===== src/rtl/pwr_seq_pkg.sv =====
// pwr_seq_pkg: sequencer state encoding, default timing and a small helper.
package pwr_seq_pkg;
   typedef enum logic [3:0] {
      S_OFF, S_SW_ON, S_RESTORE, S_LS_EN, S_DEISO, S_ON, S_ISO, S_SAVE, S_SW_OFF
   } pwr_state_e;
   localparam int DEF_ISO_SETUP   = 4;
   localparam int DEF_SAVE_CYC    = 2;
   localparam int DEF_RESTORE_CYC = 2;
   localparam int DEF_LS_SETTLE   = 3;
   localparam int DEF_ACK_TIMEOUT = 16;
   function automatic int max2(input int a, input int b);
      return (a > b) ? a : b;
   endfunction
endpackage


===== src/rtl/sync_2ff.sv =====
// sync_2ff: two-flop synchronizer with asynchronous active-low reset.
module sync_2ff (
   input  logic clk,
   input  logic rst_n,
   input  logic d_i,
   output logic q_o
);
   logic [1:0] sync_q;
   always_ff @(posedge clk or negedge rst_n)
      if (!rst_n) sync_q <= '0;
      else        sync_q <= {sync_q[0], d_i};
   assign q_o = sync_q[1];
endmodule


===== src/rtl/pwr_domain_seq.sv =====
// pwr_domain_seq: orders isolation, retention, level shifters and the header
// switch for one switchable domain, with an ack timeout on the switch.
module pwr_domain_seq
   import pwr_seq_pkg::*;
#(
   parameter int ISO_SETUP   = DEF_ISO_SETUP,
   parameter int SAVE_CYC    = DEF_SAVE_CYC,
   parameter int RESTORE_CYC = DEF_RESTORE_CYC,
   parameter int LS_SETTLE   = DEF_LS_SETTLE,
   parameter int ACK_TIMEOUT = DEF_ACK_TIMEOUT
) (
   input  logic clk,
   input  logic rst_n,
   input  logic pwr_down_req,
   input  logic pwr_up_req,
   input  logic pwr_ack,
   input  logic err_clr,
   output logic iso_en,
   output logic ls_en,
   output logic save,
   output logic restore,
   output logic pwr_sw_en,
   output logic domain_on,
   output logic busy,
   output logic timeout_err
);
   localparam int MAXP = max2(max2(max2(ISO_SETUP, SAVE_CYC), max2(RESTORE_CYC, LS_SETTLE)), ACK_TIMEOUT);
   localparam int CW   = $clog2(MAXP) + 1;

   pwr_state_e state_q, state_d;
   logic [CW-1:0] cnt_q, cnt_d;
   logic err_q, err_d, to_err, ack_s, done;

   sync_2ff u_ack_sync (.clk(clk), .rst_n(rst_n), .d_i(pwr_ack), .q_o(ack_s));

   // Counter is loaded with N-1 on entry so a timed state lasts exactly N cycles.
   function automatic logic [CW-1:0] load(input pwr_state_e s);
      return (s inside {S_SW_ON, S_SW_OFF}) ? CW'(ACK_TIMEOUT - 1) :
             (s == S_RESTORE)               ? CW'(RESTORE_CYC - 1) :
             (s == S_LS_EN)                 ? CW'(LS_SETTLE - 1)   :
             (s == S_ISO)                   ? CW'(ISO_SETUP - 1)   :
             (s == S_SAVE)                  ? CW'(SAVE_CYC - 1)    : '0;
   endfunction

   assign done = (cnt_q == '0);

   always_comb begin
      state_d = state_q;
      to_err  = 1'b0;
      case (state_q)
         S_OFF:     if (pwr_up_req) state_d = S_SW_ON;
         S_SW_ON:   if (ack_s) state_d = S_RESTORE;
                    else if (done) begin
                       state_d = S_OFF;
                       to_err  = 1'b1;
                    end
         S_RESTORE: if (done) state_d = S_LS_EN;
         S_LS_EN:   if (done) state_d = S_DEISO;
         S_DEISO:   state_d = S_ON;
         S_ON:      if (pwr_down_req) state_d = S_ISO;
         S_ISO:     if (done) state_d = S_SAVE;
         S_SAVE:    if (done) state_d = S_SW_OFF;
         S_SW_OFF:  if (!ack_s) state_d = S_OFF;
                    else if (done) begin
                       state_d = S_OFF;
                       to_err  = 1'b1;
                    end
         default:   state_d = S_OFF;
      endcase
      cnt_d = (state_d != state_q) ? load(state_d) : (done ? cnt_q : cnt_q - CW'(1));
      err_d = to_err | (err_q & ~err_clr);
   end

   always_ff @(posedge clk or negedge rst_n)
      if (!rst_n) begin
         state_q <= S_OFF;
         cnt_q   <= '0;
         err_q   <= 1'b0;
      end else begin
         state_q <= state_d;
         cnt_q   <= cnt_d;
         err_q   <= err_d;
      end

   assign iso_en      = !(state_q inside {S_DEISO, S_ON});
   assign ls_en       = state_q inside {S_LS_EN, S_DEISO, S_ON};
   assign save        = (state_q == S_SAVE);
   assign restore     = (state_q == S_RESTORE);
   assign pwr_sw_en   = !(state_q inside {S_OFF, S_SW_OFF});
   assign domain_on   = (state_q == S_ON);
   assign busy        = !(state_q inside {S_OFF, S_ON});
   assign timeout_err = err_q;
endmodule

===== config.mk =====
export PLATFORM = sky130hd
export DESIGN_NAME = pwr_domain_seq
export DESIGN_NICKNAME = d
export VERILOG_FILES = /design/src/rtl/pwr_seq_pkg.sv /design/src/rtl/sync_2ff.sv /design/src/rtl/pwr_domain_seq.sv
export SDC_FILE = /design/constraint.sdc
export NUM_CORES = 1
export LEC_CHECK = 0
export CORE_ASPECT_RATIO = 1.5
export CORE_MARGIN = 2
export CORE_UTILIZATION = 30
export DETAILED_ROUTE_END_ITERATION = 10
export PLACE_DENSITY_LB_ADDON = 0.12
export RECOVER_POWER = 100
export SLEW_MARGIN = 20
export SYNTH_ARGS = -nofsm -noshare
export SYNTH_HDL_FRONTEND = slang
export SYNTH_SLANG_ARGS = --single-unit

===== constraint.sdc =====
create_clock -name clk -period 2.9 [get_ports clk]
set_input_delay 0.435 -clock clk [delete_from_list [all_inputs] [get_ports clk]]
set_output_delay 0.435 -clock clk [all_outputs]
set_load 0.02 [all_outputs]

# Word level (Yosys, flattened, before mapping)
# Index checks and enable logic that the tools add are counted.
dict set report classes {
  addsub 1
  n_eq_ne 16
  mux 21
  bitwise_logic 3
  reduce_logical 10
}
# operator count
set ops {}
lappend ops {{$mux 4} 10}
lappend ops {{$pmux 4 s9} 1}
lappend ops {{$eq 4x3->1 const B} 6}
lappend ops {{$eq 4x2->1 const B} 4}
lappend ops {{$mux 5} 2}
lappend ops {{$eq 4x1->1 const B} 2}
lappend ops {{$eq 4x4->1 const B} 2}
lappend ops {{$reduce_bool 2->1} 4}
lappend ops {{$mux 2} 3}
lappend ops {{$logic_not 5->1} 1}
lappend ops {{$sub 5x1->5 const B} 1}
lappend ops {{$logic_not 4->1} 1}
lappend ops {{$mux 1} 4}
lappend ops {{$ne 4x4->1} 1}
lappend ops {{$logic_not 1->1} 3}
lappend ops {{$reduce_bool 3->1} 1}
lappend ops {{$ne 2x1->1 const B} 1}
lappend ops {{$pmux 1 s2} 1}
lappend ops {{$and 1x1->1} 1}
lappend ops {{$not 1->1} 1}
lappend ops {{$or 1x1->1} 1}
dict set report word_totals {
  ff_bits 12
  in_bits 6
  output_inout_bits 8
  word_cells 55
}

# Depth between registers and ports, before layout
# Gate-level depths: netlist of run 1.
dict set report logic_depth {
  word_depth 11
  mapped_depth 9
  depth_no_buf 8
}

# Hierarchy
# A second synthesis of run 1 with hierarchy kept.
dict set report hier_totals {
  cells_unflattened 90
  area_unflattened_um2 823.3
}
# mod instances cells_per_inst area_per_inst_um2
set by_module_without_submodules {}
lappend by_module_without_submodules {pwr_domain_seq 1 88 773.2}
lappend by_module_without_submodules {sync_2ff 1 2 50.0}

# Worst setup path before layout of run 1
# Ideal clock, no wire load.
dict set report synth_path {
  kind {reg-to-reg}
  from {reg cnt_q[0]}
  to {reg cnt_q[0]}
  t_arrival_ns 1.894
  t_required_ns 2.780
  path_slack_ns 0.886
  path_stages_with_launch 10
  n_path_buf 1
  period_less_slack_ns 2.014
  cell_sequence {dfrtp_1 inv_1 ha_1 or4b_1 buf_6 nor2_2 or3_2 inv_1 a211o_1 a31o_1}
}
dict set report synth_via {
  elab_chain_len 11
  elab_cells_between_ends 26
  cone_classes {add/sub (1); eq/ne (8); mux (15); reduce/logical (2)}
}
# item line_no
set synth_rtl {}
lappend synth_rtl {{start, declared} pwr_domain_seq.sv:31} ;# logic [CW-1:0] cnt_q, cnt_d;
lappend synth_rtl {{start signal, assigned} pwr_domain_seq.sv:81} ;# cnt_q <= cnt_d;
lappend synth_rtl {{$logic_not 5->1 (*)} pwr_domain_seq.sv:45} ;# assign done = (cnt_q == '0);
lappend synth_rtl {{$mux 4} {pwr_domain_seq.sv:53, pwr_domain_seq.sv:64}}
lappend synth_rtl {{$mux 4, on equally long branches} {pwr_domain_seq.sv:63, pwr_domain_seq.sv:52}}
lappend synth_rtl {{$pmux 4 s9 (*)} pwr_domain_seq.sv:50} ;# case (state_q)
lappend synth_rtl {{named net state_d[1]} pwr_domain_seq.sv:30} ;# pwr_state_e state_q, state_d;
lappend synth_rtl {{$eq 4x3->1} pwr_domain_seq.sv:42} ;# (s == S_SAVE) ? CW'(SAVE_CYC - 1) : '0;
lappend synth_rtl {{$mux 1} pwr_domain_seq.sv:42}
lappend synth_rtl {{$mux 2} pwr_domain_seq.sv:41} ;# (s == S_ISO) ? CW'(ISO_SETUP - 1) :
lappend synth_rtl {{$mux 2} pwr_domain_seq.sv:40} ;# (s == S_LS_EN) ? CW'(LS_SETTLE - 1) :
lappend synth_rtl {{$mux 2} pwr_domain_seq.sv:39} ;# (s == S_RESTORE) ? CW'(RESTORE_CYC - 1) :
lappend synth_rtl {{$mux 4} pwr_domain_seq.sv:38} ;# return (s inside {S_SW_ON, S_SW_OFF}) ? CW'(ACK_TIMEOUT - 1) :
lappend synth_rtl {{$mux 5} pwr_domain_seq.sv:70} ;# cnt_d = (state_d != state_q) ? load(state_d) : (done ? cnt_q : cnt_q - CW'(1));
# Mark *: on every way through the listed nets, which the timed path passes. The rest lies on a longest branch. The select of a mux whose other input is x is not followed.
# A chain may end at the register's enable or synchronous reset.

# Worst setup path after layout of run 1
dict set report layout_path {
  from {reg state_q[0]}
  to {out busy}
}
dict set report layout_via {
  elab_chain_len 3
  elab_cells_between_ends 4
  cone_classes {eq/ne (1); reduce/logical (3)}
}
# item line_no
set layout_rtl {}
lappend layout_rtl {{start, declared} pwr_domain_seq.sv:30}
lappend layout_rtl {{start signal, assigned} pwr_domain_seq.sv:80} ;# state_q <= state_d;
lappend layout_rtl {{$eq 4x3->1 / $logic_not 4->1 (equally long branches)} pwr_domain_seq.sv:91} ;# assign busy = !(state_q inside {S_OFF, S_ON});
lappend layout_rtl {{$reduce_bool 2->1 (*)} pwr_domain_seq.sv:91}
lappend layout_rtl {{$logic_not 1->1 (*)} pwr_domain_seq.sv:91}
lappend layout_rtl {{end, declared} pwr_domain_seq.sv:24} ;# output logic busy,
# Mark *: on every way between the ends. The rest lies on a longest branch, timed or not.

==> results_dict.tcl, run 1 <==
set metrics [dict create \
    wl_met3_um 59 \
    fin_crit_ps 2470 \
    synth_compound_area_frac 0.211 \
    grt_max_degree 14 \
    io_pins 14 \
    critPathBufInv 1 \
    synth_warnings 0 \
    top_layer "met4" \
    ys.flop_type "dfrtp_1" \
    pwr-share-comb 0.529 \
    synthArstFlopShare 1.00 \
    crit_family "buffers and inverters" \
    p_clk_frac 0.169 \
    p_int_mw 0.600 \
    ir_drop_mv 0.433 \
    grt_pass1_wl_um 2980 \
    slew_headroom 0.639 \
    final_cell_mix "dfrtp_1, nor2_1, dlygate4sd3_1" \
    worstPathCellList "or3_1 > o22a_1 > dlygate4sd3_1" \
    pre_cts_ws_ps 623 \
    worst_slew_pin_slew_ps 539 \
    route.detailed.drc 0 \
    worst_slack_ps 426 \
    arrival_ps 2040 \
    synth_edf_count 0 \
    placedCellCount 135 \
    synth_mux_area_frac 0.0258 \
    grt_pass1_vias 685 \
    max_freq_mhz 404 \
    final_common_cell "dfrtp_1" \
    layout-drive-gt1-share 0.108 \
    dpl_cell_area_um2 970 \
    cts_root_buffer "clkbuf_8" \
    num_vias 689 \
    stdcell_count 139 \
    status "finished, final reports clean" \
    cp_slowest_stage_delay_ps 650 \
    required_ps 2470 \
    synth_top_family_by_area "simple AND/OR/NAND/NOR gates" \
    wl_met2_um 984 \
    antenna_found_initial 0 \
    fin_util 0.380 \
    rows 23 \
    start_kind "flop" \
    synth_simple_gate_area_frac 0.272 \
    crit_fanout 13 \
    cts_setup_buffers 0 \
    core_um2 2650 \
    syn_area_um2 823 \
    synth_cell_types 41 \
    timing.final.crit_share 0.853 \
    syn_to_final_growth_pct 22.3 \
    hold_buffers 0 \
    die_width_um 46.8 \
    synth_fa_ha_area_frac 0.0304 \
    finalWeightedCongestion 0.834 \
    powerDensity_nw_per_um2 1060 \
    p_seq_frac 0.301 \
    m1WireLength_um 704 \
    port_buffers 13 \
    p_sw_mw 0.467 \
    antenna_cells 0 \
    cts_buffers 3 \
    final-setup-viol-count 0 \
    slew_violations 0 \
    die_area_um2 3190 \
    syn-num-nets 98 \
    synth-xor-area-share 0.0319 \
    hold_class "flop to flop" \
    post_cts_resize_count 0 \
    cp-end-kind "output pin" \
    p_sw_frac 0.438 \
    final_nets 111 \
    clk_pin_slew_worst_paths_ps 50 \
    via_per_inst 4.96 \
    crit_type "flop to output pin" \
    clock_skew_ps 3.70 \
    clkLatencyLatePin_ps 240 \
    rsz0062_at_grt "no" \
    cts_htree_levels 1 \
    clkSinkCount 12 \
    die_h_um 68.2 \
    drt_iter0_markers 7 \
    grt_use_total 0.135 \
    netlist_instances 90 \
    grt-ovfl-total 0 \
    clk_path_buf_depth 2 \
    slowest_stage "dlygate4sd3_1" \
    firstDrtPassIters 4 \
    syn_avg_cell_area_um2 9.15 \
    final_area_um2 1010 \
    fin_setup_tns_ps 0 \
    cts_tree "yes" \
    finalWirelength_um 1830 \
    drtAntennaViolNets 0 \
    maxCapViolations 0 \
    hpwl_um 1460 \
    start_util 0.311 \
    wl_per_cell_um 13.2 \
    seq_area_frac_synth 0.365 \
    p_leak_nw 0.401 \
    synth_seq_cells 12 \
    hold_viol 0 \
]
[synthesized netlist by cell type (2+ instances only)]
master | n | area (µm²)
nand2b_1 | 3 | 18.8
a211o_1 | 2 | 17.5
a21oi_1 | 4 | 20.0
o21ai_0 | 4 | 20.0
nor2_1 | 10 | 37.5
or3_1 | 4 | 25.0
dfrtp_1 | 12 | 300
inv_1 | 6 | 22.5
nand2_1 | 7 | 26.3
ha_1 | 2 | 25.0
nor3_1 | 3 | 15.0
xnor2_1 | 3 | 26.3
clkbuf_1 | 2 | 7.51
[per-stage QoR]
| stage | hold WS, ps | total power [mW] |
|---|---|---|
| floorplan | 139 | 0.778 |
| global placement | 331 | 0.938 |
| detailed placement | 338 | 0.933 |
| CTS | 349 | 1.12 |
| global route | 366 | 1.16 |
| finish | 346 | 1.07 |
[registers in the layout, summed over array words and instances, names as in the netlist]
signal	flops
cnt_q	5
state_q	4
u_ack_sync.sync_q	2
timeout_err	1
[worst register-to-register path, stage by stage, from the launching register on]
cell     delay (ps)
dfrtp_1         370
inv_1           110
ha_1            190
or4b_1          630
nand3_4         140
a31oi_1         190
or3_1           420
a31oi_1         180
[routing by layer]
metal | global-route usage | up-vias
li1 | - | 342
met1 | 0.139 | 316
met2 | 0.233 | 20
met3 | 0.0185 | 11
met4 | 0.104 | 0
met5 | 0 | -
[power by group through the flow]
stage	logic [mW]	clock network, mW	registers (mW)
2_1_floorplan	0.511	0	0.267
3_3_place_gp	0.612	0	0.326
3_5_place_dp	0.607	0	0.326
4_1_cts	0.611	0.185	0.322
5_1_grt	0.640	0.191	0.333
6_report	0.565	0.181	0.322
[cell families (layout without fill, tap and decap cells)]
group	after synthesis	in the layout
and+or+nand+nor	38	38
AOI/OAI and AO/OA	22	22
DFF	12	12
buffers and inverters	11	23
xor gates and xnor gates	3	3
adders and majority gates	2	2
muxes	2	2
[final timing paths]
check / slack (ps) / to / cells past startpoint / start
max in group asynchronous: 1930 / state_q[0]$_DFF_PN0_ / 1 / rst_n
min in group asynchronous: 610 / cnt_q[3]$_DFFE_PN0P_ / 1 / rst_n
min: 350 / u_ack_sync.sync_q[1]$_DFF_PN0_ / 0 / u_ack_sync.sync_q[0]$_DFF_PN0_
max reg2reg: 590 / cnt_q[1]$_DFFE_PN0P_ / 7 / cnt_q[0]$_DFFE_PN0P_
min reg2reg: 350 / u_ack_sync.sync_q[1]$_DFF_PN0_ / 0 / u_ack_sync.sync_q[0]$_DFF_PN0_
max: 430 / busy / 3 / state_q[0]$_DFF_PN0_
[final cells by class]
cell class,count,area (µm²)
sequential,12,300
inverter,6,22.5
tap,37,46.3
multi-input combinational,67,453
fill,287,1640
clock buffer,4,55.1
timing repair buffer,13,130
Note: power is estimated with default switching activity, not from simulation.
==> run 2: changes to the inputs <==
--- a/config.mk
+++ b/config.mk
@@ -7,7 +7,7 @@
 export LEC_CHECK = 0
 export CORE_ASPECT_RATIO = 1.5
 export CORE_MARGIN = 2
-export CORE_UTILIZATION = 30
+export CORE_UTILIZATION = 25
 export DETAILED_ROUTE_END_ITERATION = 10
 export PLACE_DENSITY_LB_ADDON = 0.12
 export RECOVER_POWER = 100
==> results_dict.tcl, run 2 (synthesis results as in run 1) <==
set metrics [dict create \
    slew_violations 0 \
    firstDrtPassIters 4 \
    hold_start "u_ack_sync.sync_q[0]$_DFF_PN0_" \
    route.detailed.drc 0 \
    rsz0062_at_grt "no" \
    cts_root_buffer "clkbuf_8" \
    ir_drop_mv 0.313 \
    maxCapViolations 0 \
    cp_slowest_stage_delay_ps 650 \
    largest_register_ffs 5 \
    r2r_setup_slack_ps 590 \
    whs_path_depth 0 \
    rows 25 \
    crit_fanout 13 \
    grt_pass1_vias 705 \
    rr_worst_depth 7 \
    stdcell_count 141 \
    clock_skew_ps 2.23 \
    clk_pin_slew_worst_paths_ps 50 \
    p_leak_nw 0.396 \
    cts_buffers 3 \
    start_kind "flop" \
    status "finished, final reports clean" \
    dpl_cell_area_um2 973 \
    die_h_um 74.3 \
    drtAntennaViolNets 0 \
    post_cts_resize_count 0 \
    antenna_found_initial 0 \
    core_um2 3160 \
    syn_to_final_growth_pct 22.5 \
    hpwl_um 1490 \
    grt_max_degree 14 \
    clk_path_buf_depth 2 \
    worst_slew_pin_slew_ps 564 \
    p_sw_mw 0.472 \
    p_clk_frac 0.141 \
    timing.final.crit_share 0.860 \
    final_cell_mix "dfrtp_1, nor2_1, dlygate4sd3_1" \
    worstPathCellList "or3_1 > o22a_1 > dlygate4sd3_1" \
    cts_htree_levels 1 \
    placedCellCount 138 \
    num_vias 685 \
    final_nets 111 \
    clkSinkCount 12 \
    via_per_inst 4.86 \
    arrival_ps 2060 \
    required_ps 2470 \
    worst_r2r_startpoint "cnt_q[0]$_DFFE_PN0P_" \
    slew_headroom 0.623 \
    start_util 0.261 \
    die_width_um 50.9 \
    crit_type "flop to output pin" \
    hold_end "u_ack_sync.sync_q[1]$_DFF_PN0_" \
    pwr-share-comb 0.553 \
    slowest_stage "dlygate4sd3_1" \
    grt_use_total 0.118 \
    die_area_um2 3780 \
    hold_viol 0 \
    hold_class "flop to flop" \
    cts_setup_buffers 0 \
    final_common_cell "dfrtp_1" \
    p_sw_frac 0.447 \
    io_pins 14 \
    powerDensity_nw_per_um2 1050 \
    cp-end-kind "output pin" \
    clkLatencyLatePin_ps 240 \
    finalWeightedCongestion 0.768 \
    reg2reg_to "cnt_q[0]$_DFFE_PN0P_" \
    nFillCells 353 \
    final-setup-viol-count 0 \
    fin_crit_ps 2490 \
    finalWirelength_um 1910 \
    fin_setup_tns_ps 0 \
    hold_buffers 0 \
    antenna_cells 0 \
    grt_pass1_wl_um 3320 \
    wl_per_cell_um 13.6 \
    layout-drive-gt1-share 0.0990 \
    final_area_um2 1010 \
    cts_tree "yes" \
    max_freq_mhz 401 \
    p_int_mw 0.583 \
    largest-register "cnt_q" \
    port_buffers 13 \
    drt_iter0_markers 12 \
    p_seq_frac 0.306 \
    grt-ovfl-total 0 \
    biggestRegsByFlops "cnt_q x5, state_q x4, u_ack_sync.sync_q x2" \
]
## run 2: critical path: cells and delay by family, from the launching register on
family	cells	cell delay, ps
buf+inv	1	650
flops	1	530
simple gates	1	460
compound gates	1	190
## run 2: metal layers
metal	vias to the layer above	GRT usage	routed length [µm]
met2	14	0.203	967
li1	340	-	-
met4	0	0.0541	14
met1	329	0.142	868
met5	-	0	0
met3	2	0.0221	60
## run 2: through the flow
step | hold slack, ps | total power [mW] | utilization | setup WS [ps]
after detailed placement | 340 | 0.935 | 0.308 | 632
final | 349 | 1.05 | 0.319 | 405
after global routing | 380 | 1.16 | 0.319 | 298
after floorplan | 139 | 0.778 | - | 886
after global placement | 333 | 0.941 | 0.308 | 642
after CTS | 352 | 1.09 | 0.321 | 433
## run 2: worst max-delay path by stage
stage | startpoint | to | slack [ps] | cells past startpoint
6_report | state_q[0]$_DFF_PN0_ | busy | 410 | 3
5_1_grt | state_q[0]$_DFF_PN0_ | ls_en | 300 | 4
4_1_cts | state_q[0]$_DFF_PN0_ | ls_en | 430 | 4
3_5_place_dp | cnt_q[0]$_DFFE_PN0P_ | cnt_q[0]$_DFFE_PN0P_ | 630 | 8
3_3_place_gp | cnt_q[0]$_DFFE_PN0P_ | cnt_q[0]$_DFFE_PN0P_ | 640 | 8
2_1_floorplan | cnt_q[0]$_DFFE_PN0P_ | cnt_q[0]$_DFFE_PN0P_ | 890 | 9
## run 2: power groups by stage
stage	Clock (mW)	Sequential, mW	Combinational (mW)
3_5_place_dp	0	0.325	0.610
4_1_cts	0.156	0.322	0.615
6_report	0.149	0.322	0.584
3_3_place_gp	0	0.326	0.615
2_1_floorplan	0	0.267	0.511
5_1_grt	0.165	0.335	0.658
## run 2: layout make-up
type	count	area, µm²	share of cell area
Clock buffer	3	41.3	0.0409
Inverter	6	22.5	0.0223
Multi-Input combinational cell	67	464	0.460
Sequential cell	12	300	0.298
Tap cell	40	50.0	0.0496
Timing Repair Buffer	13	130	0.129
==> RTL change (config.mk and constraints of run 1) <==
Change the package constant `DEF_ISO_SETUP` from 4 to 8.
--- a/src/rtl/pwr_seq_pkg.sv
+++ b/src/rtl/pwr_seq_pkg.sv
@@ -3,7 +3,7 @@
    typedef enum logic [3:0] {
       S_OFF, S_SW_ON, S_RESTORE, S_LS_EN, S_DEISO, S_ON, S_ISO, S_SAVE, S_SW_OFF
    } pwr_state_e;
-   localparam int DEF_ISO_SETUP   = 4;
+   localparam int DEF_ISO_SETUP   = 8;
    localparam int DEF_SAVE_CYC    = 2;
    localparam int DEF_RESTORE_CYC = 2;
    localparam int DEF_LS_SETTLE   = 3;
Check against the original RTL: no difference found for any inputs over 10 cycles, from zero or initial values and one cycle with rst_n low; that may be too few to reach the edited logic, so the function may still have changed.
==> RTL change against run 1 <==
Routed wire length is 11% higher. Largest power group unchanged. Cell area up 3.2%. Via count rose by 10%. Sequential cell count is the same. Worst setup slack got worse by 0.18 ns. Area after synthesis increased by 0.91%. Power increased by 21%.
==> RTL change: results (changes against run 1) <==
| Metric | Value |
|---|---|
| Gpl congestion | 0.7337 (-12%) |
| CP delay by family, top | simple AND/OR/NAND/NOR gates |
| Layout non-clock buf frac | 12.88% (-0.043 points) |
| Nets | 117 (+5.4%) |
| Input/output buffers | 13 (unchanged) |
| Status | completed |
| IR Drop Worst-Case VDD | 0.4394 mV (+1.6%) |
| Postcts setup bufs | 0 (unchanged) |
| Max incr delay on CP | 0.61 ns (-0.04 ns) |
| Inverters | 5 (-1) |
| Register area | 300.3 µm² (unchanged) |
| Via density | 5.248 (+5.9%) |
| Wire per inst | 13.99 µm (+6.3%) |
| CP max stage cell | or4b_1 |
| Asr flop ratio synth | 100.0% (unchanged) |
| HP Class | flop to flop |
| Seq Cell Count | 12 (unchanged) |
| Layout fillers | 297 (+3.5%) |
| Vias in the first global route | 752 (+9.8%) |
| Clock-pin slew on the worst setup and hold paths | 0.05 ns (about the same) |
| Lkg Pwr | 0.0004294 µW (+7.0%) |
| ClkCell Share | 5.295% (-0.17 points) |
| First-pass GRT wire length | 3394 µm (+14%) |
| Synth warn | 0 (unchanged) |
| Post-CTS Hold Buffers | 0 (unchanged) |
| Most flop-heavy register | cnt_q |
| Buffers, non-clock | 14 (+1) |
| DRT Pass-1 Iters | 4 (unchanged) |
| Main area contributors after synthesis | dfrtp_1 (36%), nand2b_1 (4.5%), a21oi_1 (4.2%) |
| H-tree levels | 1 (unchanged) |
| Worst-skew pair later-pin latency | 0.24 ns (about the same) |
| Yosys cell types | 37 (-9.8%) |
| Post-cts sizing count | 0 (unchanged) |
| Ant diodes | 0 (unchanged) |
| Pin count of the biggest net entering global routing | 15 (+1) |
| Comb power | 772 µW (+37%) |
| Syn Nets | 103 (+5.1%) |
| Synth cell count leaders | dfrtp_1 (12), nor2_1 (9), a21oi_1 (7) |
| Clock buffers | 4 (unchanged) |
| Slew @ Worst Pin | 0.5593 ns (+0.01991 ns) |
| Post-Route Skew | 0.003399 ns (-0.0002997 ns) |
| Initial DRC count | 9 (+2) |
| Final Hold Viols | 0 (unchanged) |
| Sequential power share | 26.6% (-3.5 points) |
| Share of cells above drive strength 1 | 4.630% (-6.2 points) |
| Tot GR Track Use | 14.43% (+0.95 points) |
| Count of multi-input gates | 73 (+9.0%) |
| Seq/Total Area, Yosys | 36.14% (-0.33 points) |
| Worst Path Max Fanout | 9 (-4) |
| Post-DP HPWL | 1669 µm (+14%) |
| Worst R2R Path Depth | 7 (unchanged) |
| WP data arrival | 2.81 ns (+0.77 ns) |
| Regs by FF count | cnt_q: 5 flops, state_q: 4 flops, u_ack_sync.sync_q: 2 flops |
| Clock Tree Buf Depth | 2 (unchanged) |
| CTS buffer count | 3 (unchanged) |
| Fraction of area in multi-input gates | 46.69% (+1.7 points) |
| Int Pwr | 692.6 µW (+15%) |
-- RTL change: changes by cell type after synthesis, moves of 3 or more --
cell	run 1	this run
a21oi_1	4	7
nor4b_1	0	4
nand2b_1	3	6
o21ai_0	4	1
-- RTL change: worst paths after layout --
kind | from | to | slack (ns)
setup / recovery | cnt_q[0]$_DFFE_PN0P_ | cnt_q[2]$_DFFE_PN0P_ | 0.25
setup reg to reg | cnt_q[0]$_DFFE_PN0P_ | cnt_q[2]$_DFFE_PN0P_ | 0.25
min in group asynchronous | rst_n | cnt_q[2]$_DFFE_PN0P_ | 0.63
max in group asynchronous | rst_n | state_q[2]$_DFF_PN0_ | 1.90
hold reg to reg | u_ack_sync.sync_q[0]$_DFF_PN0_ | u_ack_sync.sync_q[1]$_DFF_PN0_ | 0.35
hold / removal | u_ack_sync.sync_q[0]$_DFF_PN0_ | u_ack_sync.sync_q[1]$_DFF_PN0_ | 0.35
-- RTL change: stage by stage --
stage          cell area [µm²]  cells  total power [µW]  setup WS, ns
6_report                  1040    145              1297        0.2454
5_1_grt                   1040    145              1411        0.1113
4_1_cts                   1050    145              1339        0.3159
3_5_place_dp             994.7    141              1153        0.3443
3_3_place_gp             994.7    141              1147        0.4186
2_1_floorplan            830.8     95             902.5        0.5461
-- RTL change: cells by family after synthesis --
group | share of synthesized area [%]
DFF | 36.14
buffers and inverters | 4.668
AOI/OAI and AO/OA | 21.99
adders and majority gates | 3.012
xor gates and xnor gates | 3.163
muxes | 1.205
and+or+nand+nor | 29.82
-- RTL change: layer usage --
metal | track usage, % | vias to the layer above | wire (µm)
met1 | 17.65 | 362 | 856
met2 | 25.51 | 17 | 1089
met4 | 5.556 | 0 | 31
met5 | 0 | - | 0
met3 | 0.7916 | 2 | 50
li1 | - | 380 | -
